## src/rtl/alu_issue_stage.sv

```systemverilog
// Issue stage in front of the 32-bit ALU: registered operands/select, valid/ready
// handshake with a 1-entry skid buffer, result forwarding and reserved-op rejection.
module alu_issue_stage #(
  parameter int unsigned WIDTH   = 32,
  parameter int unsigned RADDR_W = 4,
  parameter int unsigned FWD_EN  = 1
) (
  input  logic               clk,
  input  logic               rst_n,
  input  logic               in_valid,
  output logic               in_ready,
  input  logic [3:0]         in_op,
  input  logic [RADDR_W-1:0] in_rd,
  input  logic [RADDR_W-1:0] in_rs_a,
  input  logic [RADDR_W-1:0] in_rs_b,
  input  logic [WIDTH-1:0]   in_a,
  input  logic [WIDTH-1:0]   in_b,
  input  logic [WIDTH-1:0]   in_imm,
  input  logic               in_use_imm,
  input  logic [WIDTH-1:0]   alu_c,
  output logic               out_valid,
  input  logic               out_ready,
  output logic [WIDTH-1:0]   a,
  output logic [WIDTH-1:0]   b,
  output logic               s3,
  output logic               s2,
  output logic               s1,
  output logic               s0,
  output logic [RADDR_W-1:0] out_rd,
  output logic               illegal_op,
  input  logic               clr_err
);

  // Output register
  logic               out_valid_q, out_valid_d;
  logic [WIDTH-1:0]   a_q, a_d, b_q, b_d;
  logic [3:0]         op_q, op_d;
  logic [RADDR_W-1:0] rd_q, rd_d;

  // Skid register
  logic               sk_valid_q, sk_valid_d;
  logic [3:0]         sk_op_q, sk_op_d;
  logic [RADDR_W-1:0] sk_rd_q, sk_rd_d, sk_rs_a_q, sk_rs_a_d, sk_rs_b_q, sk_rs_b_d;
  logic [WIDTH-1:0]   sk_a_q, sk_a_d, sk_b_q, sk_b_d, sk_imm_q, sk_imm_d;
  logic               sk_use_imm_q, sk_use_imm_d;

  logic               illegal_q, illegal_d;

  // Move source for the output register and handshake terms
  logic               accept, fire, in_legal, load_out, src_valid, fwd_a, fwd_b;
  logic [3:0]         src_op;
  logic [RADDR_W-1:0] src_rd, src_rs_a, src_rs_b;
  logic [WIDTH-1:0]   src_a, src_b, src_imm;
  logic               src_use_imm;

  function automatic logic op_legal(input logic [3:0] op);
    case (op)
      4'b0000, 4'b0001, 4'b1000, 4'b1001, 4'b1010,
      4'b1011, 4'b1100, 4'b1101, 4'b1110: op_legal = 1'b1;
      default:                            op_legal = 1'b0;
    endcase
  endfunction

  always_comb begin
    accept   = in_valid & ~sk_valid_q;
    fire     = out_valid_q & out_ready;
    in_legal = op_legal(in_op);
    load_out = ~out_valid_q | fire;

    if (sk_valid_q) begin
      src_op      = sk_op_q;
      src_rd      = sk_rd_q;
      src_rs_a    = sk_rs_a_q;
      src_rs_b    = sk_rs_b_q;
      src_a       = sk_a_q;
      src_b       = sk_b_q;
      src_imm     = sk_imm_q;
      src_use_imm = sk_use_imm_q;
    end else begin
      src_op      = in_op;
      src_rd      = in_rd;
      src_rs_a    = in_rs_a;
      src_rs_b    = in_rs_b;
      src_a       = in_a;
      src_b       = in_b;
      src_imm     = in_imm;
      src_use_imm = in_use_imm;
    end
    src_valid = sk_valid_q | (accept & in_legal);

    // The instruction leaving on this edge is the only one not yet in the register file
    fwd_a = (FWD_EN != 0) & fire & (rd_q != '0) & (rd_q == src_rs_a);
    fwd_b = (FWD_EN != 0) & fire & (rd_q != '0) & (rd_q == src_rs_b) & ~src_use_imm;

    out_valid_d  = out_valid_q;
    a_d          = a_q;
    b_d          = b_q;
    op_d         = op_q;
    rd_d         = rd_q;
    sk_valid_d   = sk_valid_q;
    sk_op_d      = sk_op_q;
    sk_rd_d      = sk_rd_q;
    sk_rs_a_d    = sk_rs_a_q;
    sk_rs_b_d    = sk_rs_b_q;
    sk_a_d       = sk_a_q;
    sk_b_d       = sk_b_q;
    sk_imm_d     = sk_imm_q;
    sk_use_imm_d = sk_use_imm_q;
    illegal_d    = illegal_q;

    if (load_out) begin
      out_valid_d = src_valid;
      if (src_valid) begin
        a_d  = fwd_a ? alu_c : src_a;
        b_d  = src_use_imm ? src_imm : (fwd_b ? alu_c : src_b);
        op_d = src_op;
        rd_d = src_rd;
      end
      if (sk_valid_q) sk_valid_d = 1'b0;
    end

    if (accept & in_legal & out_valid_q & ~out_ready) begin
      sk_valid_d   = 1'b1;
      sk_op_d      = in_op;
      sk_rd_d      = in_rd;
      sk_rs_a_d    = in_rs_a;
      sk_rs_b_d    = in_rs_b;
      sk_a_d       = in_a;
      sk_b_d       = in_b;
      sk_imm_d     = in_imm;
      sk_use_imm_d = in_use_imm;
    end

    if (accept & ~in_legal) illegal_d = 1'b1;
    else if (clr_err)       illegal_d = 1'b0;
  end

  always_ff @(posedge clk or negedge rst_n) begin
    if (!rst_n) begin
      out_valid_q  <= 1'b0;
      a_q          <= '0;
      b_q          <= '0;
      op_q         <= '0;
      rd_q         <= '0;
      sk_valid_q   <= 1'b0;
      sk_op_q      <= '0;
      sk_rd_q      <= '0;
      sk_rs_a_q    <= '0;
      sk_rs_b_q    <= '0;
      sk_a_q       <= '0;
      sk_b_q       <= '0;
      sk_imm_q     <= '0;
      sk_use_imm_q <= 1'b0;
      illegal_q    <= 1'b0;
    end else begin
      out_valid_q  <= out_valid_d;
      a_q          <= a_d;
      b_q          <= b_d;
      op_q         <= op_d;
      rd_q         <= rd_d;
      sk_valid_q   <= sk_valid_d;
      sk_op_q      <= sk_op_d;
      sk_rd_q      <= sk_rd_d;
      sk_rs_a_q    <= sk_rs_a_d;
      sk_rs_b_q    <= sk_rs_b_d;
      sk_a_q       <= sk_a_d;
      sk_b_q       <= sk_b_d;
      sk_imm_q     <= sk_imm_d;
      sk_use_imm_q <= sk_use_imm_d;
      illegal_q    <= illegal_d;
    end
  end

  assign in_ready   = ~sk_valid_q;
  assign out_valid  = out_valid_q;
  assign a          = a_q;
  assign b          = b_q;
  assign {s3, s2, s1, s0} = op_q;
  assign out_rd     = rd_q;
  assign illegal_op = illegal_q;

endmodule

```

## config.mk

```make
export PLATFORM = sky130hd
export DESIGN_NAME = alu_issue_stage
export DESIGN_NICKNAME = d
export VERILOG_FILES = /design/src/rtl/alu_issue_stage.sv
export SDC_FILE = /design/constraint.sdc
export NUM_CORES = 1
export LEC_CHECK = 0
export ABC_AREA = 0
export ABC_CLOCK_PERIOD_IN_PS = 2570
export BUFFER_PORTS_ARGS = -buffer_cell sky130_fd_sc_hd__buf_2
export CORE_MARGIN = 2
export CORE_UTILIZATION = 50
export DETAILED_ROUTE_END_ITERATION = 6
export PLACE_DENSITY = 0.75
export RECOVER_POWER = 25
export SYNTH_ARGS = -nofsm -noshare
export SYNTH_HDL_FRONTEND = slang
export SYNTH_SLANG_ARGS = --single-unit
export TNS_END_PERCENT = 50
```

## constraint.sdc

```tcl
create_clock -name clk -period 2.57 [get_ports clk]
set_input_delay 0.1285 -clock clk [delete_from_list [all_inputs] [get_ports clk]]
set_output_delay 0.1285 -clock clk [all_outputs]
set_load 0.05 [all_outputs]
```

Yosys cells after proc, flatten, opt, wreduce, memory -nomap -nowiden --
Memory sizes are Yosys's and may differ from the RTL's. Index checks and enable logic that the tools add are counted.
Storage, ports and cells: register bits 188, latch bits 0, memory bits (writable) 0, ROM bits 16, input port bits 150, output and inout port bits 75, word-level logic and storage cells 54, memories kept 1
Operators by class: add/sub/neg operators 0, multipliers 0, div/mod/pow operators 0, order comparisons 0, eq/ne operators 2, shift operators 0, muxes and demuxes 15, bitwise gates (word level) 17, reduce and logical (&&, ||, !) cells 4
Memories:
- (name not given) | words 16, bits a word 1, read ports 1, clocked after memory_dff 0, wr ports 0, RTL line 57 | case (op)
Operator list (count):
- $mux 32 | 6
- $mux 4 | 4
- $and 1x1->1 | 10
- $eq 4x4->1 | 2
- $mux 1 | 5
- $not 1->1 | 5
- $reduce_bool 2->1 | 2
- $reduce_bool 4->1 | 1
- $or 1x1->1 | 2
- $reduce_and 2->1 | 1

Longest topological paths before layout --
word-level depth 6, depth in mapped cells 8, mapped depth without buffers 5

Worst setup path before layout --
No wires, ideal clock.
path type register to register, start point register rd_q[1], in the netlist out_rd[1], end point register b_q[13], in the netlist b[13], data arrival time 1912 ps, required time 2488 ps, setup slack 576 ps, stages on the path, launching flop included 8, buffers on the path 2, path through dfrtp_1 nor4_1 a211oi_1 and4_1 buf_6 buf_6 a211o_1 a31oi_1
On the way: cells in the longest elaborated chain, start to end 6, elaborated cells on any way between the ends 7
Ends and longest elaborated chain:
- start: declaration | RTL line 38 | logic [RADDR_W-1:0] rd_q, rd_d;
- start signal: assignment | RTL line 160 | rd_q <= rd_d;
- $reduce_bool 4->1 | RTL line 93 | fwd_b = (FWD_EN != 0) & fire & (rd_q != '0) & (rd_q == src_rs_b) & ~src_use_imm;
- $and 1x1->1 | RTL line 93
- $and 1x1->1 * (2 in a row) | RTL line 93
- $mux 32 * (2 in a row) | RTL line 115 | b_d = src_use_imm ? src_imm : (fwd_b ? alu_c : src_b);
- end signal: assignment | RTL line 142 | b_q <= '0;
- end signal: assignment | RTL line 158 | b_q <= b_d;
- end: declaration | RTL line 36 | logic [WIDTH-1:0] a_q, a_d, b_q, b_d;
Mark *: on every way between the ends. The rest lies on a longest branch, timed or not. A chain may end at the register's enable or synchronous reset.

Worst setup path after layout --
start point input in_op[1], end point register a_q[3], in the netlist a[3]
On the way: cells in the longest elaborated chain, start to end 4
Ends and longest elaborated chain:
- start: declaration | RTL line 12 | input logic [3:0] in_op,
- $mem_v2 16x1
- $and 1x1->1 | RTL line 89 | src_valid = sk_valid_q | (accept & in_legal);
- $or 1x1->1 | RTL line 89
- $reduce_and 2->1 (no source line)
- end signal: assignment | RTL line 141 | a_q <= '0;
- end signal: assignment | RTL line 157 | a_q <= a_d;
- end: declaration | RTL line 36
No other way between the ends.

==> results.py <==
metrics = {
    "run_status": {
        "outcome": "finished, final reports clean",
    },
    "global_route": {
        "antenna_found_initial": 2,
        "grt_pass1_vias": 8202,
        "grt_pass1_wl_mm": 45.1,
        "grt_usage_pct": 29.2,
        "grt_start_max_net_pins": 89,
        "grt_overflow": 0,
    },
    "placement": {
        "placed_cell_area_um2": 10700,
        "routabilityCongestion": 0.825,
        "dp_hpwl_mm": 17.6,
        "port-buffer-count": 224,
        "place_ws_ns": 0.200,
    },
    "drt": {
        "route.detailed.drc": 0,
        "vias": 8145,
        "drt_iter0_markers": 573,
        "viasPerCell": 5.95,
        "ant_nets": 0,
        "wl_per_cell_um": 21.0,
        "drt_pass1_iterations": 5,
        "wirelength_mm": 28.8,
    },
    "setup_path": {
        "crit_type": "in -> reg",
        "r2r-start": "sk_valid_q",
        "crit_fanout": 45,
        "cp-end-kind": "register",
        "r2r-end": "a[3]",
        "cp-start-kind": "input port",
        "cp.required_ns": 2.92,
        "arrival_ns": 2.78,
        "r2r_setup_slack_ns": 0.15,
        "reg2reg_depth": 5,
    },
    "clock_network": {
        "cts.clk_slew.worst_paths_ns": 0.07,
        "insertion_delay_ns": 0.43,
        "root_buffer": "clkbuf_16",
        "htree_levels": 4,
        "cts_tree": "built",
        "cts_buffers": 17,
        "clockBufferDepth": 2,
        "clock_sinks": 188,
    },
    "sta": {
        "max_freq_mhz": 411,
        "setup_viol": 0,
        "setup_tns_ns": 0,
        "period_share_pct": 94.6,
        "fin_skew_ns": 0.0127,
        "tightest_slew_ns": 1.25,
        "period_needed_ns": 2.43,
        "slew_headroom_pct": 16.8,
        "drv_slew": 0,
        "setup_ws_ns": 0.138,
        "rsz0062_at_grt": "no",
        "finalHoldViolCount": 0,
    },
    "cells_and_area": {
        "drive_gt1_share_pct": 36.9,
        "nets": 1276,
        "stdcell_area_um2": 12600,
        "final_common_cell": "buf_2",
        "final_core_util_pct": 69.7,
        "layout_common_cells": "223 x buf_2, 187 x dfrtp_1, 135 x dlygate4sd3_1",
        "syn_to_final_growth_pct": 35.5,
    },
    "synth": {
        "ys_seq_area_share_pct": 50.4,
        "synth_area_um2": 9340,
        "yosys_warnings": 0,
        "synthDistinctLibCells": 35,
        "ys_seq_elements": 188,
        "syn_avg_cell_area_um2": 11.6,
        "syn_nets": 953,
        "synthCells": 803,
    },
    "hold_path": {
        "min_path_cells": 3,
        "min_to": "b[21]",
        "hold_start": "alu_c[21]",
        "min_path_type": "in -> reg",
    },
    "power": {
        "p_leak_nw": 5.57,
        "powerDensity_nw_per_um2": 872,
        "max-vdd-ir-drop_uv": 726,
        "finalPower_mw": 11.0,
    },
    "floorplanning": {
        "core-area_um2": 18100,
        "die_area_um2": 19800,
        "rows": 49,
        "die_w_um": 141,
        "ios": 225,
        "start_util_pct": 51.4,
        "fp.dieH_um": 141,
    },
    "job": {
        "cap_viol_max_count": 0,
    },
}
==> critical path, cell delays in order <==
cell and delay, ns:
dlygate4sd3_1 0.54, buf_2 0.15, o21bai_1 0.16, a31oi_1 0.18
nor2_4 0.98, buf_4 0.36, o31ai_1 0.10, o21ai_1 0.14
==> report_power, final <==
group / internal [mW] / switching, mW / total, mW
Combinational: 1.35 / 2.39 / 3.74
Sequential: 3.88 / 0.564 / 4.45
Clock: 1.67 / 1.17 / 2.84
==> cell type report <==
type,instances,area (µm²)
antenna,2,5.00
clock buffer,20,447
clock inverter,12,183
fill,1289,5500
inverter,4,15.0
multi-input combinational,531,4240
sequential,188,4710
tap,229,287
timing repair buffer,384,2770
==> Yosys cell counts (all sizes together) <==
library cell | n | area (µm²)
o21bai | 1 | 7.51
or2 | 1 | 6.26
o31ai | 32 | 240
xnor2 | 1 | 8.76
o32ai | 1 | 8.76
nand2b | 2 | 12.5
a31oi | 33 | 206
nor2 | 35 | 131
a211oi | 2 | 15.0
nand4 | 1 | 6.26
dfrtp | 188 | 4700
nor2b | 33 | 206
and3 | 1 | 6.26
a21oi | 1 | 5.00
nand2 | 43 | 161
nand3 | 34 | 170
buf | 48 | 284
mux2i | 48 | 480
and2 | 3 | 18.8
a21o | 1 | 7.51
inv | 4 | 15.0
a211o | 32 | 280
nor4 | 1 | 6.26
clkbuf | 32 | 120
and2b | 1 | 7.51
and4 | 1 | 8.76
a221oi | 64 | 686
mux2 | 113 | 1270
xor2 | 6 | 52.6
o21ai | 40 | 200
==> cell families after synthesis <==
| family | share of synthesized area, % |
|---|---|
| and+or+nand+nor | 7.95 |
| muxes | 18.8 |
| AOI/OAI and AO/OA | 17.7 |
| xor gates and xnor gates | 0.657 |
| DFF | 50.4 |
| buffers and inverters | 4.49 |
==> metal layers <==
layer  global-route usage (%)  routed length (µm)  vias up
met5                        0                   0        -
met2                     48.2               14100      368
met4                     8.53                 592        0
met1                     39.6               12100     4058
li1                         -                   -     3672
met3                     5.47                1950       47
==> state kept, by name, indices dropped and copies added, names as in the netlist, 32 cells and up <==
signal,cells
a,32
b,32
sk_a_q,32
sk_b_q,32
sk_imm_q,32
==> worst max-delay path by stage <==
stage,startpoint,to,cells after the start
after floorplan,out_rd[1],b[13],7
after global placement,sk_valid_q,a[3],5
after detailed placement,sk_valid_q,a[1],5
after CTS,sk_valid_q,a[1],5
after global routing,in_op[2],a[4],8
final,in_op[1],a[3],8
==> what timing repair did <==
action	CTS	global route
hold buffers	134	1
gates resized for setup	0	1
setup endpoints to repair	0	1
buffers inserted	0	0
hold endpoints to repair	216	1
==> metrics by stage <==
stage	hold slack, ns	instances
after CTS	0.00629	1367
after global placement	0.254	1201
after detailed placement	0.255	1201
after floorplan	-0.167	803
final	0.0179	1370
after global routing	0.0113	1370
(Power assumes the default switching activity.)
